$ cat src/rtl/hpi_txn_ctrl.sv
// hpi_txn_ctrl: turns single-word host requests into timed HPI bus cycles
// for the CY7C67200 (EZ-OTG). Mem ops run an ADDRESS phase (port 2) and
// then a DATA phase (port 0). Mailbox writes use port 1 and status reads
// use port 3, each as a single phase. The ADDRESS phase is dropped when the
// chip's auto-increment pointer already holds the requested address.
//
// state    | meaning
// ---------+----------------------------------------------------------
// S_IDLE   | waiting for a request; req_ready high
// S_SETUP  | cs low, address/data driven, strobes high (1 cycle)
// S_STROBE | hpi_w or hpi_r low for STROBE_CYC cycles
// S_HOLD   | strobes high, cs/address/data held (1 cycle)
// S_RECOV  | cs high; write or read recovery time
// S_DONE   | rsp_valid pulse, then back to IDLE
module hpi_txn_ctrl #(
  parameter int STROBE_CYC   = 2,
  parameter int RECOVERY_CYC = 1,
  parameter int READ_LAT     = 2,
  parameter bit ADDR_SKIP_EN = 1'b1
) (
  input  logic        Clk,
  input  logic        Reset,
  input  logic        req_valid,
  output logic        req_ready,
  input  logic [1:0]  req_op,
  input  logic [15:0] req_addr,
  input  logic [15:0] req_wdata,
  output logic        rsp_valid,
  output logic [15:0] rsp_rdata,
  output logic        busy,
  output logic [1:0]  hpi_address,
  output logic [15:0] hpi_data_out,
  input  logic [15:0] hpi_data_in,
  output logic        hpi_r,
  output logic        hpi_w,
  output logic        hpi_cs
);

  typedef enum logic [2:0] {
    S_IDLE, S_SETUP, S_STROBE, S_HOLD, S_RECOV, S_DONE
  } state_t;

  // Reads must stay in recovery until the I/O pipeline has delivered data.
  localparam int RD_RECOV = (RECOVERY_CYC > READ_LAT - 1) ? RECOVERY_CYC : READ_LAT - 1;
  localparam logic [7:0] STB_LOAD    = 8'(STROBE_CYC - 1);
  localparam logic [7:0] WR_REC_LOAD = 8'(RECOVERY_CYC - 1);
  localparam logic [7:0] RD_REC_LOAD = 8'(RD_RECOV - 1);
  localparam logic [7:0] LAT_LOAD    = 8'(READ_LAT - 1);
  localparam logic PH_ADDR = 1'b0;
  localparam logic PH_DATA = 1'b1;

  state_t      state_q, state_d;
  logic [7:0]  cnt_q, cnt_d;
  logic        phase_q, phase_d;
  logic [1:0]  op_q, op_d;
  logic [15:0] phys_q, phys_d;
  logic [15:0] wdata_q, wdata_d;
  logic [7:0]  lat_cnt_q, lat_cnt_d;
  logic        lat_run_q, lat_run_d;
  logic [15:0] cap_q, cap_d;
  logic [15:0] next_addr_q, next_addr_d;
  logic        addr_valid_q, addr_valid_d;

  logic [15:0] req_phys;
  logic        skip_addr;
  logic        rd_phase_q, rd_phase_d;
  logic        active_d;
  logic [1:0]  port_d;
  logic [15:0] dout_d;
  logic        addr_lsb_unused;

  // The HPI address is word aligned; the byte-select bit is dropped.
  assign req_phys        = {req_addr[15:1], 1'b0};
  assign addr_lsb_unused = req_addr[0];
  assign skip_addr       = ADDR_SKIP_EN && addr_valid_q && (req_phys == next_addr_q);

  assign rd_phase_q = (phase_q == PH_DATA) && op_q[0];
  assign rd_phase_d = (phase_d == PH_DATA) && op_d[0];

  assign req_ready = (state_q == S_IDLE);
  assign busy      = ~req_ready;

  // State and context registers.
  always_ff @(posedge Clk) begin
    if (Reset) begin
      state_q      <= S_IDLE;
      cnt_q        <= '0;
      phase_q      <= PH_ADDR;
      op_q         <= '0;
      phys_q       <= '0;
      wdata_q      <= '0;
      lat_cnt_q    <= '0;
      lat_run_q    <= 1'b0;
      cap_q        <= '0;
      next_addr_q  <= '0;
      addr_valid_q <= 1'b0;
    end else begin
      state_q      <= state_d;
      cnt_q        <= cnt_d;
      phase_q      <= phase_d;
      op_q         <= op_d;
      phys_q       <= phys_d;
      wdata_q      <= wdata_d;
      lat_cnt_q    <= lat_cnt_d;
      lat_run_q    <= lat_run_d;
      cap_q        <= cap_d;
      next_addr_q  <= next_addr_d;
      addr_valid_q <= addr_valid_d;
    end
  end

  // Next-state logic: phase sequencing, timers, read capture, pointer tracking.
  always_comb begin
    state_d      = state_q;
    cnt_d        = cnt_q;
    phase_d      = phase_q;
    op_d         = op_q;
    phys_d       = phys_q;
    wdata_d      = wdata_q;
    lat_cnt_d    = lat_cnt_q;
    lat_run_d    = lat_run_q;
    cap_d        = cap_q;
    next_addr_d  = next_addr_q;
    addr_valid_d = addr_valid_q;

    // Read latency timer runs from the last strobe cycle, independent of state.
    if (lat_run_q) begin
      if (lat_cnt_q == '0) begin
        cap_d     = hpi_data_in;
        lat_run_d = 1'b0;
      end else begin
        lat_cnt_d = lat_cnt_q - 8'd1;
      end
    end

    case (state_q)
      S_IDLE: begin
        if (req_valid) begin
          op_d    = req_op;
          phys_d  = req_phys;
          wdata_d = req_wdata;
          phase_d = (!req_op[1] && !skip_addr) ? PH_ADDR : PH_DATA;
          state_d = S_SETUP;
        end
      end
      S_SETUP: begin
        state_d = S_STROBE;
        cnt_d   = STB_LOAD;
      end
      S_STROBE: begin
        if (cnt_q == '0) begin
          state_d = S_HOLD;
          if (rd_phase_q) begin
            lat_run_d = 1'b1;
            lat_cnt_d = LAT_LOAD;
          end
        end else begin
          cnt_d = cnt_q - 8'd1;
        end
      end
      S_HOLD: begin
        state_d = S_RECOV;
        cnt_d   = rd_phase_q ? RD_REC_LOAD : WR_REC_LOAD;
      end
      S_RECOV: begin
        if (cnt_q == '0) begin
          if (phase_q == PH_ADDR) begin
            phase_d = PH_DATA;
            state_d = S_SETUP;
          end else begin
            state_d = S_DONE;
            if (!op_q[1]) begin
              next_addr_d  = phys_q + 16'd2;
              addr_valid_d = 1'b1;
            end
          end
        end else begin
          cnt_d = cnt_q - 8'd1;
        end
      end
      S_DONE:  state_d = S_IDLE;
      default: state_d = S_IDLE;
    endcase
  end

  // Bus port and data for the phase being entered.
  always_comb begin
    active_d = (state_d == S_SETUP) || (state_d == S_STROBE) || (state_d == S_HOLD);
    if (phase_d == PH_ADDR) begin
      port_d = 2'd2;
      dout_d = phys_d;
    end else begin
      port_d = op_d[1] ? (op_d[0] ? 2'd3 : 2'd1) : 2'd0;
      dout_d = wdata_d;
    end
  end

  // Registered bus and response outputs so strobes are glitch free.
  always_ff @(posedge Clk) begin
    if (Reset) begin
      hpi_r        <= 1'b1;
      hpi_w        <= 1'b1;
      hpi_cs       <= 1'b1;
      hpi_address  <= '0;
      hpi_data_out <= '0;
      rsp_valid    <= 1'b0;
      rsp_rdata    <= '0;
    end else begin
      hpi_cs    <= ~active_d;
      hpi_w     <= ~((state_d == S_STROBE) && !rd_phase_d);
      hpi_r     <= ~((state_d == S_STROBE) && rd_phase_d);
      rsp_valid <= (state_d == S_DONE);
      if (state_d == S_SETUP) begin
        hpi_address  <= port_d;
        hpi_data_out <= dout_d;
      end
      if ((state_d == S_DONE) && op_d[0]) begin
        rsp_rdata <= cap_d;
      end
    end
  end

endmodule

$ cat config.mk
export PLATFORM = sky130hd
export DESIGN_NAME = hpi_txn_ctrl
export DESIGN_NICKNAME = d
export VERILOG_FILES = /design/src/rtl/hpi_txn_ctrl.sv
export SDC_FILE = /design/constraint.sdc
export NUM_CORES = 1
export LEC_CHECK = 0
export ABC_AREA = 1
export BUFFER_PORTS_ARGS = -buffer_cell sky130_fd_sc_hd__buf_2
export CELL_PAD_IN_SITES_DETAIL_PLACEMENT = 2
export CELL_PAD_IN_SITES_GLOBAL_PLACEMENT = 2
export CORE_MARGIN = 1
export CORE_UTILIZATION = 30
export DETAILED_ROUTE_END_ITERATION = 10
export GPL_TIMING_DRIVEN = 0
export PLACE_DENSITY = 0.77
export SETUP_SLACK_MARGIN = 0.5
export SYNTH_ARGS = -nofsm -noshare
export SYNTH_HDL_FRONTEND = slang
export SYNTH_SLANG_ARGS = --single-unit
$ cat constraint.sdc
create_clock -name Clk -period 3.1 [get_ports Clk]
set_input_delay 0.31 -clock Clk [delete_from_list [all_inputs] [get_ports Clk]]
set_output_delay 0.31 -clock Clk [all_outputs]
set_load 0.01 [all_outputs]
==> impl_metrics.toml <==
[synthesis]
synth-edff-count = 0
synth_most_common_cell = "nand2_1"
yosys_register_bits = 126
avgSynthCellArea_um2 = 7.35
yosys_warnings = 0
yosysUniqueCellTypes = 42
synth_cells = 757
synthTopCellsByArea = "dfxtp_1 45%, nand2_1 11%, nor2_1 7.0%, inv_1 5.1%, o21ai_0 4.8%"
synthesis.nets = 814
synthTopCellsByCount = "165 x nand2_1, 126 x dfxtp_1, 103 x nor2_1, 76 x inv_1, 53 x o21ai_0"
ys_seq_area_share_pct = 45.4
synth_top_area_share_pct = 45.4
synth_area_um2 = 5560
ys.flop_type = "dfxtp_1"
async_flop_share_pct = 0
yosys.area.top_type = "dfxtp_1"

[status]
status = "finished, violations left"
violations = "DRC"

[detailed_routing]
vias_per_cell = 4.82
routed_wl_um = 19500
vias = 5348
dr.first_iter.drc_count = 155
ant_nets = 0
drc = 6
post_drt_wl_per_cell_um = 17.6
dr.pass1.iters = 7

[setup_path]
slowest_delay_ns = 0.35
crit_buf_inv = 2
r2r-end = "rsp_rdata[15]"
arrival_ns = 2.57
reg2reg_slack_ns = 0.81
critPathKind = "register to register"
reg2reg_depth = 9
cpLargestDelayFamily = "simple AND/OR/NAND/NOR gates"
crit_path_end_kind = "register"
crit_required_ns = 3.39
cp_cell_sequence = "inv_1 -> ha_1 -> nor3b_1 -> and2_1 -> nand2_1 -> clkbuf_2 -> o21ai_0 -> or2_1 -> a21oi_2"
cp_slowest_cell = "o21ai_0"
r2r_start = "lat_cnt_q[1]"
crit_path_max_fanout = 10
startpoint_type = "register"

[placed_design]
place.gp.congestion = 0.835
io_buffers = 90
dp_hpwl_um = 14300
pre_cts_ws_ns = 0.779
placedCellCount = 1076

[sta]
fin_crit_ns = 2.29
max_slew.worst_pin.slew_ns = 0.747
slew_headroom_pct = 50.2
setup_tns_ns = 0
final_hold_viol_count = 0
fin_crit_sh_pct = 73.8
setup_violations = 0
worst_slack_ns = 0.814
finalClockSkew_ns = 0.0118
report.final.slew_viol_count = 0
fmaxAchievable_mhz = 437
rsz0062_at_grt = "false"

[die]
fp.dieH_um = 138
rows = 49
start_util_pct = 30.7
coreArea_um2 = 18100
die-width_um = 138
io_pins = 93
fp.dieArea_um2 = 19100

[final_layout]
seq_area_um2 = 2520
multi_input_area_um2 = 2560
area_growth_pct = 23.9
nFillCells = 2106
layout-drive-gt1-share_pct = 19.5
finalNetCount = 923
finalNonFillerCells = 1109

[power_and_ir_drop]
switching_share_pct = 32.5
power.switching_mw = 1.58
internal_power_mw = 3.28
p_per_area_nw_per_um2 = 705
seq_power_share_pct = 38.4
combPwrFrac_pct = 20.3
p_leak_nw = 3.06
peakVddDrop_uv = 437
p_clk_share_pct = 41.3

[global_routing]
grt_pass1_wl_um = 31500
grt_pass1_vias = 6035
grt_start_max_net_pins = 17
grt_remaining_overflow = 0
grt_use_total_pct = 21.3
antenna_found_initial = 1

[cts]
root_buffer = "clkbuf_16"
tritoncts = "built"
clockBufferDepth = 2
htree_levels = 4
numCtsBuffers = 17
clock_latency_ns = 0.43
path_clk_slew_ns = 0.06
clkSinkCount = 126

[min_path]
min_path_cells = 3
hold-path-endpoint = "wdata_q[6]"
hp-class = "primary input to register"
hp-start = "req_wdata[6]"

[job]
cap_viol_max_count = 0
==> layout by cell type, fill, tap and decap left out, types with 4 or more instances in the layout <==
cell / synthesis / final
nor3_1: 7 / 7
inv_1: 76 / 76
clkinvlp_4: 0 / 7
buf_2: 8 / 98
a21oi_1: 47 / 47
a21oi_2: 11 / 11
nand3_1: 44 / 44
or2_1: 15 / 15
inv_2: 9 / 9
nand2_1: 165 / 165
clkbuf_1: 18 / 17
nor2_1: 103 / 103
o21ai_0: 53 / 53
nand2_2: 4 / 4
xor2_1: 14 / 14
mux2i_1: 16 / 16
clkbuf_16: 0 / 17
dfxtp_1: 126 / 126
ha_1: 4 / 4
==> how the worst max path moves through the flow <==
stage / startpoint / endpoint / slack, ns / depth (start not counted)
2_1_floorplan: lat_cnt_q[0] / rsp_rdata[0] / 1.34 / 9
3_3_place_gp: lat_cnt_q[0] / rsp_rdata[4] / 0.93 / 9
3_5_place_dp: lat_cnt_q[0] / rsp_rdata[15] / 0.78 / 9
4_1_cts: lat_cnt_q[0] / rsp_rdata[15] / 0.60 / 9
5_1_grt: lat_cnt_q[1] / rsp_rdata[15] / 0.60 / 9
6_report: lat_cnt_q[1] / rsp_rdata[15] / 0.81 / 9
==> worst register-to-register path, cell delays in order (launching register included) <==
cell	delay, ns
dfxtp_1	0.30
inv_1	0.09
ha_1	0.18
nor3b_1	0.26
and2_1	0.20
nand2_1	0.20
clkbuf_2	0.29
o21ai_0	0.35
or2_1	0.21
a21oi_2	0.06
==> per-stage QoR <==
step	util, %	hold slack [ns]	total power, mW	instance area (um^2)
after floorplan	-	0.418	2.51	5560
after global placement	34.8	0.451	2.81	6300
after detailed placement	34.8	0.461	2.87	6300
after CTS	38.1	0.143	4.92	6890
after global routing	38.1	0.155	5.10	6890
final	38.1	0.158	4.86	6890
==> timing repair <==
item	in CTS	in global routing
gates resized for setup	0	2
buffers inserted	0	0
endpoints found under the setup margin	0	1
hold buffers	0	0
==> state kept, by name, indices dropped and copies added, names as in the netlist <==
| name | flops |
|---|---|
| lat_run_q | 1 |
| hpi_w | 1 |
| rsp_valid | 1 |
| addr_valid_q | 1 |
| op_q | 2 |
| cnt_q | 8 |
| rsp_rdata | 16 |
| hpi_r | 1 |
| hpi_cs | 1 |
| phase_q | 1 |
| next_addr_q | 16 |
| state_q | 3 |
| wdata_q | 16 |
| cap_q | 16 |
| lat_cnt_q | 8 |
| hpi_data_out | 16 |
| phys_q | 16 |
| hpi_address | 2 |
==> cells by family after synthesis <==
| logic type | after synthesis | synth area share (%) |
|---|---|---|
| and+or+nand+nor | 359 | 28.2 |
| DFF | 126 | 45.4 |
| AOI/OAI and AO/OA | 119 | 11.7 |
| buffers and inverters | 118 | 8.66 |
| muxes | 16 | 2.88 |
| xor gates and xnor gates | 15 | 2.36 |
| adders and majority gates | 4 | 0.900 |
==> cell type report <==
| cell class | count | area share [%] |
|---|---|---|
| clock buffer | 17 | 6.17 |
| clock inverter | 15 | 2.40 |
| buffer | 32 | 2.29 |
| inverter | 86 | 4.72 |
| sequential | 126 | 36.6 |
| antenna | 1 | 0.0363 |
| tap | 229 | 4.16 |
| multi-input combinational | 513 | 37.1 |
| timing repair buffer | 90 | 6.54 |
==> layer usage <==
metal,track usage [%],routed length [um],share of wire (%),up-vias
li1,-,-,-,2610
met1,24.6,8520,44,2624
met2,39.0,9940,51,93
met3,4.19,739,3.8,21
met4,7.98,317,1.6,0
met5,0,0,0,-
==> power by group through the flow <==
stage	sequential, mW	combinational (mW)	clock [mW]
finish	1.86	0.985	2.01
global route	1.88	1.10	2.13
CTS	1.87	1.00	2.05
detailed placement	1.89	0.973	0
global placement	1.88	0.925	0
floorplan	1.89	0.621	0
(Power assumes the default switching activity.)
